## src/rtl/vga_pkg.sv

```systemverilog
// rtl/vga_pkg.sv - shared 640x480@60 timing constants and pixel types
package vga_pkg;

    localparam int unsigned H_ACTIVE = 640;
    localparam int unsigned H_FRONT  = 16;
    localparam int unsigned H_SYNC   = 96;
    localparam int unsigned H_BACK   = 48;
    localparam int unsigned V_ACTIVE = 480;
    localparam int unsigned V_FRONT  = 10;
    localparam int unsigned V_SYNC   = 2;
    localparam int unsigned V_BACK   = 33;
    localparam int unsigned PIPE_LAT = 0;

    localparam int unsigned H_TOT       = H_ACTIVE + H_FRONT + H_SYNC + H_BACK;
    localparam int unsigned V_TOT       = V_ACTIVE + V_FRONT + V_SYNC + V_BACK;
    localparam int unsigned H_ACT_START = H_SYNC + H_BACK;
    localparam int unsigned V_ACT_START = V_SYNC + V_BACK;

    localparam int unsigned COORD_W = 11;

    typedef logic [COORD_W-1:0] coord_t;

    typedef struct packed {
        logic [7:0] r;
        logic [7:0] g;
        logic [7:0] b;
    } rgb_t;

endpackage

```

## src/rtl/vga_sync_delay.sv

```systemverilog
// rtl/vga_sync_delay.sv - fixed-depth shift register for sync/blank, per-bit reset value
module vga_sync_delay #(
    parameter int unsigned      DEPTH   = 1,
    parameter int unsigned      WIDTH   = 3,
    parameter logic [WIDTH-1:0] RST_VAL = '0
) (
    input  logic             clk_i,
    input  logic             rst_i,
    input  logic [WIDTH-1:0] d_i,
    output logic [WIDTH-1:0] q_o,
    output logic             qual_early_o
);

    logic [WIDTH-1:0] stage_q [DEPTH];

    always_ff @(posedge clk_i or posedge rst_i) begin
        if (rst_i) begin
            for (int i = 0; i < int'(DEPTH); i++) begin
                stage_q[i] <= RST_VAL;
            end
        end else begin
            stage_q[0] <= d_i;
            for (int i = 1; i < int'(DEPTH); i++) begin
                stage_q[i] <= stage_q[i-1];
            end
        end
    end

    assign q_o = stage_q[DEPTH-1];

    // LSB is the qualifier; exposing it one stage early lets a companion
    // register land on the same edge as q_o.
    generate
        if (DEPTH == 1) begin : g_tap_input
            assign qual_early_o = d_i[0];
        end else begin : g_tap_stage
            assign qual_early_o = stage_q[DEPTH-2][0];
        end
    endgenerate

endmodule

```

## src/rtl/vga_timing_ctrl.sv

```systemverilog
// rtl/vga_timing_ctrl.sv - VGA raster counters, coordinate issue and aligned DAC output register
module vga_timing_ctrl #(
    parameter int unsigned H_ACTIVE = vga_pkg::H_ACTIVE,
    parameter int unsigned H_FRONT  = vga_pkg::H_FRONT,
    parameter int unsigned H_SYNC   = vga_pkg::H_SYNC,
    parameter int unsigned H_BACK   = vga_pkg::H_BACK,
    parameter int unsigned V_ACTIVE = vga_pkg::V_ACTIVE,
    parameter int unsigned V_FRONT  = vga_pkg::V_FRONT,
    parameter int unsigned V_SYNC   = vga_pkg::V_SYNC,
    parameter int unsigned V_BACK   = vga_pkg::V_BACK,
    parameter int unsigned PIPE_LAT = vga_pkg::PIPE_LAT
) (
    input  logic        i_clk,
    input  logic        i_rst,
    output logic [10:0] o_VGA_X,
    output logic [10:0] o_VGA_Y,
    output logic        o_active,
    input  logic [7:0]  i_R,
    input  logic [7:0]  i_G,
    input  logic [7:0]  i_B,
    output logic [7:0]  o_VGA_R,
    output logic [7:0]  o_VGA_G,
    output logic [7:0]  o_VGA_B,
    output logic        o_VGA_HS,
    output logic        o_VGA_VS,
    output logic        o_VGA_BLANK_N,
    output logic        o_VGA_SYNC_N,
    output logic        o_frame_start
);

    import vga_pkg::*;

    localparam coord_t H_LAST     = coord_t'(H_ACTIVE + H_FRONT + H_SYNC + H_BACK - 1);
    localparam coord_t V_LAST     = coord_t'(V_ACTIVE + V_FRONT + V_SYNC + V_BACK - 1);
    localparam coord_t H_SYNC_END = coord_t'(H_SYNC);
    localparam coord_t V_SYNC_END = coord_t'(V_SYNC);
    localparam coord_t H_ACT_BEG  = coord_t'(H_SYNC + H_BACK);
    localparam coord_t V_ACT_BEG  = coord_t'(V_SYNC + V_BACK);
    localparam coord_t H_ACT_END  = coord_t'(H_SYNC + H_BACK + H_ACTIVE);
    localparam coord_t V_ACT_END  = coord_t'(V_SYNC + V_BACK + V_ACTIVE);
    localparam coord_t ONE        = coord_t'(1);

    coord_t h_cnt_q, h_cnt_d;
    coord_t v_cnt_q, v_cnt_d;

    always_ff @(posedge i_clk or posedge i_rst) begin
        if (i_rst) begin
            h_cnt_q <= '0;
            v_cnt_q <= '0;
        end else begin
            h_cnt_q <= h_cnt_d;
            v_cnt_q <= v_cnt_d;
        end
    end

    always_comb begin
        h_cnt_d = h_cnt_q + ONE;
        v_cnt_d = v_cnt_q;
        if (h_cnt_q == H_LAST) begin
            h_cnt_d = '0;
            v_cnt_d = (v_cnt_q == V_LAST) ? '0 : v_cnt_q + ONE;
        end
    end

    logic h_act, v_act, active;

    always_comb begin
        h_act  = (h_cnt_q >= H_ACT_BEG) && (h_cnt_q < H_ACT_END);
        v_act  = (v_cnt_q >= V_ACT_BEG) && (v_cnt_q < V_ACT_END);
        active = h_act && v_act;
    end

    assign o_active = active;
    assign o_VGA_X  = active ? (h_cnt_q - H_ACT_BEG) : '0;
    assign o_VGA_Y  = active ? (v_cnt_q - V_ACT_BEG) : '0;

    // Gated by reset so the strobe stays low while the counters are held at (0,0).
    assign o_frame_start = !i_rst && (h_cnt_q == '0) && (v_cnt_q == '0);

    logic [2:0] sync_raw, sync_dly;
    logic       blank_early;

    assign sync_raw = {h_cnt_q >= H_SYNC_END, v_cnt_q >= V_SYNC_END, active};

    vga_sync_delay #(
        .DEPTH   (PIPE_LAT + 1),
        .WIDTH   (3),
        .RST_VAL (3'b110)
    ) u_sync_delay (
        .clk_i        (i_clk),
        .rst_i        (i_rst),
        .d_i          (sync_raw),
        .q_o          (sync_dly),
        .qual_early_o (blank_early)
    );

    rgb_t rgb_q, rgb_d;

    always_comb begin
        rgb_d = '0;
        if (blank_early) begin
            rgb_d = '{r: i_R, g: i_G, b: i_B};
        end
    end

    always_ff @(posedge i_clk or posedge i_rst) begin
        if (i_rst) begin
            rgb_q <= '0;
        end else begin
            rgb_q <= rgb_d;
        end
    end

    assign o_VGA_R       = rgb_q.r;
    assign o_VGA_G       = rgb_q.g;
    assign o_VGA_B       = rgb_q.b;
    assign o_VGA_HS      = sync_dly[2];
    assign o_VGA_VS      = sync_dly[1];
    assign o_VGA_BLANK_N = sync_dly[0];
    assign o_VGA_SYNC_N  = 1'b0;

endmodule

```

## config.mk

```make
export PLATFORM = sky130hd
export DESIGN_NAME = vga_timing_ctrl
export DESIGN_NICKNAME = d
export VERILOG_FILES = /design/src/rtl/vga_pkg.sv /design/src/rtl/vga_sync_delay.sv /design/src/rtl/vga_timing_ctrl.sv
export SDC_FILE = /design/constraint.sdc
export NUM_CORES = 1
export LEC_CHECK = 0
export CAP_MARGIN = 40
export CORE_ASPECT_RATIO = 0.6
export CORE_UTILIZATION = 44
export DETAILED_ROUTE_END_ITERATION = 7
export PLACE_DENSITY = 0.76
export SETUP_SLACK_MARGIN = 0.2
export SLEW_MARGIN = 20
export SYNTH_ARGS = -nofsm -noshare
export SYNTH_HDL_FRONTEND = slang
export SYNTH_SLANG_ARGS = --single-unit
```

## constraint.sdc

```tcl
create_clock -name i_clk -period 2.3 [get_ports i_clk]
set_clock_uncertainty 0.2 [all_clocks]
set_input_delay 0.46 -clock i_clk [delete_from_list [all_inputs] [get_ports i_clk]]
set_output_delay 0.46 -clock i_clk [all_outputs]
set_load 0.05 [all_outputs]
```

==> results of run 1 <==
-- synth_stat cells (all sizes together), types with 2 or more instances --
library cell / count / area, um^2
a31oi: 3 / 18.77
a21boi: 2 / 15.01
nor3: 40 / 356.6
a21oi: 6 / 30.03
dfrtp: 47 / 1176
nor2: 13 / 51.30
buf: 26 / 193.9
dfstp: 2 / 52.55
or2: 2 / 12.51
xor2: 9 / 78.83
clkbuf: 8 / 31.28
inv: 10 / 37.54
nand2: 16 / 60.06
a21o: 3 / 22.52
or3: 6 / 42.54
nor4: 24 / 162.7
xnor2: 14 / 130.1
ha: 10 / 125.1
o21ai: 35 / 175.2
nand3: 9 / 45.04
and4: 2 / 17.52
nand4: 5 / 31.28
-- per-stage QoR --
| step | hold WS (ps) | worst slack (ps) | instance area, um^2 | total power [mW] | setup TNS (ps) |
|---|---|---|---|---|---|
| after floorplan | 308.2 | -488.2 | 3411 | 0.9080 | -8827 |
| after global placement | 356.2 | -204.7 | 4562 | 0.9621 | -3345 |
| after detailed placement | 369.1 | -242.3 | 4562 | 0.9631 | -4169 |
| after CTS | 359.5 | -525.0 | 5024 | 1.686 | -11350 |
| after global routing | 435.3 | -652.0 | 5482 | 1.746 | -16110 |
| final | 408.2 | -606.8 | 5482 | 1.697 | -13970 |
-- worst max-delay path: cells and delay by family (launching register included) --
kind	cells	cell delay, ps
flip-flops	1	420
buffers and inverters	2	400
AND/OR/NAND/NOR	4	1120
-- routing by layer --
layer	vias to the layer above	GRT usage, %	routed length [um]
met1	1633	40.03	4913
met5	-	0	0
li1	1399	-	-
met3	53	7.586	1168
met2	207	48.50	5733
met4	0	7.770	483
-- flip-flops by register name, summed over array words and instances, names as in the netlist --
signal / count
h_cnt_q: 11
v_cnt_q: 11
o_VGA_B: 8
o_VGA_G: 8
o_VGA_R: 8
u_sync_delay.q_o: 3
-- report_power, final --
group | internal [mW] | switching (mW)
Clock | 0.404 | 0.341
Sequential | 0.861 | 0
Combinational | 0.0461 | 0.0449
-- timing repair --
action	4_1_cts	5_1_grt
buffers inserted	8	26
cloned	1	2
gates resized for setup	53	63
pin swaps	10	20
endpoints found under the setup margin	56	76
-- final cells by class --
class / count / share of cell area [%]
Multi-Input combinational cell: 213 / 37.39
Sequential cell: 49 / 22.46
Clock buffer: 6 / 2.351
Tap cell: 84 / 1.917
Inverter: 10 / 0.7304
Timing Repair Buffer: 181 / 34.88
Clock inverter: 2 / 0.2739
-- final timing paths --
kind / endpoint / slack [ps] / cells past startpoint
hold reg to reg: h_cnt_q[0] / 430 / 2
setup reg to reg: v_cnt_q[6] / -270 / 9
hold / removal: h_cnt_q[10] / 410 / 2
max in group asynchronous: o_VGA_R[0] / 900 / 3
min in group i_clk: h_cnt_q[0] / 430 / 2
setup / recovery: o_VGA_X[6] / -610 / 6
-- kinds of logic (layout without fill, tap and decap cells) --
family	count (synthesis)	in the layout	share of synthesized area, %
buffers and inverters	44	199	8.772
AO/OA/AOI/OAI	56	56	10.86
adder cells (fa/ha/maj)	10	10	4.177
XOR/XNOR	23	23	6.976
AND/OR/NAND/NOR	123	123	28.07
flip-flops	49	49	41.02
other	1	1	0.1252
==> summary.txt, run 1 <==
OUTCOME
--------------------------------------------------------------------------------
Result of the run                                                   complete, but fails checks
Violations in the final reports                                     setup timing

PLACEMENT
--------------------------------------------------------------------------------
Gp weighted congestion                                                    0.9015
Number of buffers added on ports                                              76
Hpwl dp                                                                  6538 um
Placed instance count                                                        500

FLOORPLANNING
--------------------------------------------------------------------------------
Total die area                                                         7153 um^2
Die boundary width                                                      108.5 um
Number of cell rows                                                           22
Vert. Die Dim                                                           65.91 um
Count of boundary I/O pins                                                    78
Core area                                                              6331 um^2
Starting Density                                                          47.31%

TIMING
--------------------------------------------------------------------------------
Number of endpoints failing setup at the final stage                          33
Post-layout min period                                                   2907 ps
Period utilization                                                        126.4%
Slew at the pin closest to its max-slew limit                           549.3 ps
Final max-slew violation count                                                 0
Worst setup slack after layout                                         -606.8 ps
Number of failing hold endpoints at the final stage                            0
Rel. slew slack                                                           63.32%
Unrepaired setup endpoints after global routing                             true
Max Freq                                                               344.0 MHz

CTS
--------------------------------------------------------------------------------
H-tree lvl count                                                               2
Worst-path clk slew                                                        70 ps
Clock buffer depth                                                             2
Clock Sink Count                                                              49
Count of hold buffers inserted by post-cts repair                              0
Clock latency on the worst-skew pair                                      300 ps
TritonCTS buffer count                                                         5
Root buf cell                                                          clkbuf_16
Clock tree from TritonCTS                                                  built

CRITICAL PATH
--------------------------------------------------------------------------------
Biggest cell delay along the critical path                                430 ps
Maximum net fanout on the critical path                                       12
Arrival time of data at the critical path endpoint                       2250 ps
Critical Setup Path Class                                           register to output pin
Endpoint kind of the worst setup timing path                          output pin
Ordered cell list for the critical path                             nor4_4, nor2_1, or3_4, buf_12, nor4_4, buf_6
Launching point of the worst reg2reg path                             h_cnt_q[4]
Most numerous cell on the critical path                                   nor4_4
Slowest cell on crit path                                                  or3_4
Worst Path Required                                                      1640 ps
Type of element launching the critical path                             register
Worst Setup SP                                                        h_cnt_q[7]

GLOBAL ROUTING
--------------------------------------------------------------------------------
Congestion Overflow GR                                                         0
Via count of the first global-routing pass                                  2921
Wire length of the first global-routing pass                            15740 um
Largest net degree at the start of global routing                             25
Total GRT Usage                                                           29.92%
Antenna violations before repair                                               0

POWER
--------------------------------------------------------------------------------
Lkg Pwr                                                                 2.691 nW
Power density of the placed cells                                   309.6 nW/um^2
Worst voltage drop across the vdd grid                                 0.3168 mV

LOGIC SYNTHESIS
--------------------------------------------------------------------------------
Mean instance size in the synthesized netlist                         9.789 um^2
Flop and latch count out of synthesis                                         49
Distinct cells, synth                                                         46
Number of flops mapped to enable cells by yosys                                0
Yosys synthesis warning count                                                  0
Combined area of all synthesized cells                                 2995 um^2
Share of async-settable or async-resettable flops after synthesis         100.0%
Synth Instances                                                              306
Post-synth net total                                                         342
Flip-flop cell with the highest count after synthesis                    dfrtp_1
Sequential fraction of the synthesis area                                 41.02%

DETAILED ROUTING
--------------------------------------------------------------------------------
Starting DRC count in detailed routing                                       215
Routed length per placed instance                                       22.57 um
Drt total wl                                                            12300 um
DRC Markers                                                                    0
Number of nets with antenna violations after routing                           0
Post-detailed-route via-to-cell ratio                                      6.040
First drt pass iteration count                                                 5
Detailed-route via count                                                    3292

CELLS AND AREA
--------------------------------------------------------------------------------
Number of cells in the finished layout apart from fillers                    545
Ratio of cells with drive above 1 in the final layout                     48.81%
Combined flip-flop and latch cell area                                 1231 um^2
Commonest non-fill, non-tap cell in the layout                             buf_4
Number of fillers in the final layout                                        291
Final cell utilization of the core                                        86.58%
Final layout net count                                                       496
Multi-input gate area                                                  2049 um^2
Commonest cells after routing, fill and taps aside                  buf_4, dfrtp_1, buf_6, clkdlybuf4s50_1, o21ai_0
Number of inserted diodes                                                      0
Layout-stage area growth over the synthesis result                        83.00%

JOB
--------------------------------------------------------------------------------
Count of maximum capacitance violations                                        0

MIN PATH
--------------------------------------------------------------------------------
Worst Hold Class                                                    input pin to asynchronous set/reset pin

Power figures use the tool's default switching activity.
==> run 2: changes to the inputs <==
--- a/config.mk
+++ b/config.mk
@@ -6,7 +6,7 @@
 export NUM_CORES = 1
 export LEC_CHECK = 0
 export CAP_MARGIN = 40
-export CORE_ASPECT_RATIO = 0.6
+export CORE_ASPECT_RATIO = 1.25
 export CORE_UTILIZATION = 44
 export DETAILED_ROUTE_END_ITERATION = 7
 export PLACE_DENSITY = 0.76
==> summary.txt, run 2 (synthesis results as in run 1) <==
DETAILED ROUTING
--------------------------------------------------------------------
Drt total wl                                                10750 um   was 12300 um
Number of nets with antenna violations after routing               0   unchanged
Detailed-route via count                                        3127   was 3292
Routed length per placed instance                           19.98 um   was 22.57 um
First drt pass iteration count                                     5   unchanged
Post-detailed-route via-to-cell ratio                          5.812   was 6.040
DRC Markers                                                        0   unchanged
Starting DRC count in detailed routing                           159   was 215

CTS
--------------------------------------------------------------------
Root buf cell                                               clkbuf_8   was clkbuf_16
TritonCTS buffer count                                             5   unchanged
Clock tree from TritonCTS                                      built   unchanged
Clock latency on the worst-skew pair                          310 ps   was 300 ps
Clock Sink Count                                                  49   unchanged
Clock buffer depth                                                 2   unchanged
H-tree lvl count                                                   2   unchanged
Worst-path clk slew                                            90 ps   was 70 ps

TIMING
--------------------------------------------------------------------
Post-layout min period                                       2942 ps   was 2907 ps
Worst setup slack after layout                             -641.9 ps   was -606.8 ps
Unrepaired setup endpoints after global routing                 true   unchanged
Period utilization                                            127.9%   was 126.4%
Number of endpoints failing setup at the final stage              27   was 33
Worst Hold Slack                                            449.8 ps   was 408.2 ps
Final max-slew violation count                                     0   unchanged
Max Freq                                                   339.9 MHz   was 344.0 MHz
Rel. slew slack                                               65.39%   was 63.32%
Slew at the pin closest to its max-slew limit               518.2 ps   was 549.3 ps
Number of failing hold endpoints at the final stage                0   unchanged

OUTCOME
--------------------------------------------------------------------
Result of the run                                       complete, but fails checks   unchanged
Violations in the final reports                         setup timing   unchanged

FLOORPLANNING
--------------------------------------------------------------------
Count of boundary I/O pins                                        78   unchanged
Total die area                                             7143 um^2   was 7153 um^2
Core area                                                  6565 um^2   was 6331 um^2
Vert. Die Dim                                               94.25 um   was 65.91 um
Starting Density                                              45.63%   was 47.31%
Die boundary width                                          75.80 um   was 108.5 um
Number of cell rows                                               33   was 22

GLOBAL ROUTING
--------------------------------------------------------------------
Global routing met2 resource utilization                      47.49%   was 48.50%
Total GRT Usage                                               26.88%   was 29.92%
Via count of the first global-routing pass                      2923   was 2921
Antenna violations before repair                                   0   unchanged
Largest net degree at the start of global routing                 28   was 25
Busiest layer in global routing                                 met2   unchanged
Met1 track utilization from global routing                    32.09%   was 40.03%
Met3 track demand over resource in global routing             4.292%   was 7.586%
Congestion Overflow GR                                             0   unchanged
Wire length of the first global-routing pass                14440 um   was 15740 um

JOB
--------------------------------------------------------------------
Count of maximum capacitance violations                            0   unchanged

CRITICAL PATH
--------------------------------------------------------------------
Maximum net fanout on the critical path                            4   was 12
Arrival time of data at the critical path endpoint           2280 ps   was 2250 ps
Endpoint kind of the worst setup timing path              output pin   unchanged
Type of element launching the critical path                 register   unchanged
Critical Setup Path Class                               register to output pin   unchanged
Worst Path Required                                          1640 ps   about the same

CELLS AND AREA
--------------------------------------------------------------------
Biggest registers after layout                          h_cnt_q (11), v_cnt_q (11)   unchanged
Number of inserted diodes                                          0   unchanged
Commonest non-fill, non-tap cell in the layout                 buf_4   unchanged
Final layout net count                                           486   was 496
Ratio of cells with drive above 1 in the final layout         50.11%   was 48.81%
Commonest cells after routing, fill and taps aside      buf_4, dfrtp_1, buf_6, o21ai_0, clkdlybuf4s50_1   was buf_4, dfrtp_1, buf_6, clkdlybuf4s50_1, o21ai_0
Layout-stage area growth over the synthesis result            82.08%   was 83.00%
Cell area after layout                                     5454 um^2   was 5482 um^2

PLACEMENT
--------------------------------------------------------------------
DP Worst Slack                                             -245.6 ps   was -242.3 ps
Gp weighted congestion                                        0.8724   was 0.9015
Post-place instance area                                   4538 um^2   was 4562 um^2
Number of buffers added on ports                                  76   unchanged
Hpwl dp                                                      5943 um   was 6538 um

POWER
--------------------------------------------------------------------
Worst voltage drop across the vdd grid                     0.2353 mV   was 0.3168 mV
Power density of the placed cells                       293.5 nW/um^2   was 309.6 nW/um^2
Sum of internal, switching and leakage power                1.601 mW   was 1.697 mW
Lkg Pwr                                                     2.721 nW   was 2.691 nW

MIN PATH
--------------------------------------------------------------------
Worst Hold Class                                        register to register   was input pin to asynchronous set/reset pin

-- run 2: final timing paths --
path	from	to	slack (ps)	depth (start not counted)
max	v_cnt_q[4]	o_VGA_Y[9]	-640	5
min	v_cnt_q[10]	v_cnt_q[10]	450	2
max reg2reg	h_cnt_q[4]	v_cnt_q[6]	-90	7
min reg2reg	v_cnt_q[10]	v_cnt_q[10]	450	2
max in group asynchronous	i_rst	u_sync_delay.q_o[1]	830	4
min in group asynchronous	i_rst	h_cnt_q[6]	480	3
-- run 2: timing repair --
item / CTS / global route
resized for setup: 67 / 68
pin swaps: 18 / 12
gates cloned: 1 / 2
setup buffers: 11 / 15
setup endpoints to repair: 54 / 79
hold buffers: 0 / 0
-- run 2: metrics by stage --
stage / setup TNS [ps] / cells / utilization [%]
4_1_cts: -12010 / 521 / 76.69
2_1_floorplan: -8827 / 306 / -
5_1_grt: -15100 / 538 / 83.08
6_report: -12810 / 538 / 83.08
3_5_place_dp: -4230 / 501 / 69.13
3_3_place_gp: -3878 / 501 / 69.13
-- run 2: power breakdown --
group,leakage [nW],switching [mW],internal (mW),total (mW)
Sequential,0.657,0,0.861,0.861
Combinational,2.01,0.0428,0.0460,0.0888
Clock,0.0585,0.296,0.355,0.651
-- run 2: cell type report --
| class | count | area [um^2] |
|---|---|---|
| well taps | 87 | 108.9 |
| repair buffers | 171 | 1812 |
| multi-input cells | 213 | 2137 |
| clock buffers | 7 | 86.33 |
| inverters | 10 | 45.04 |
| fillers | 340 | 1111 |
| flip-flops and latches | 49 | 1235 |
| clock inverters | 1 | 30.03 |
-- run 2: worst max-delay path, stage by stage (launching register included) --
cell      delay [ps]
dfrtp_1          450
a2111o_1         500
a21boi_1         290
xnor2_1          200
nor4_4           330
buf_6            200
-- run 2: layer usage --
metal	share of wire, %	wire length [um]
met1	36	3818
met2	54	5849
met3	6.5	701
met4	3.5	379
met5	0	0
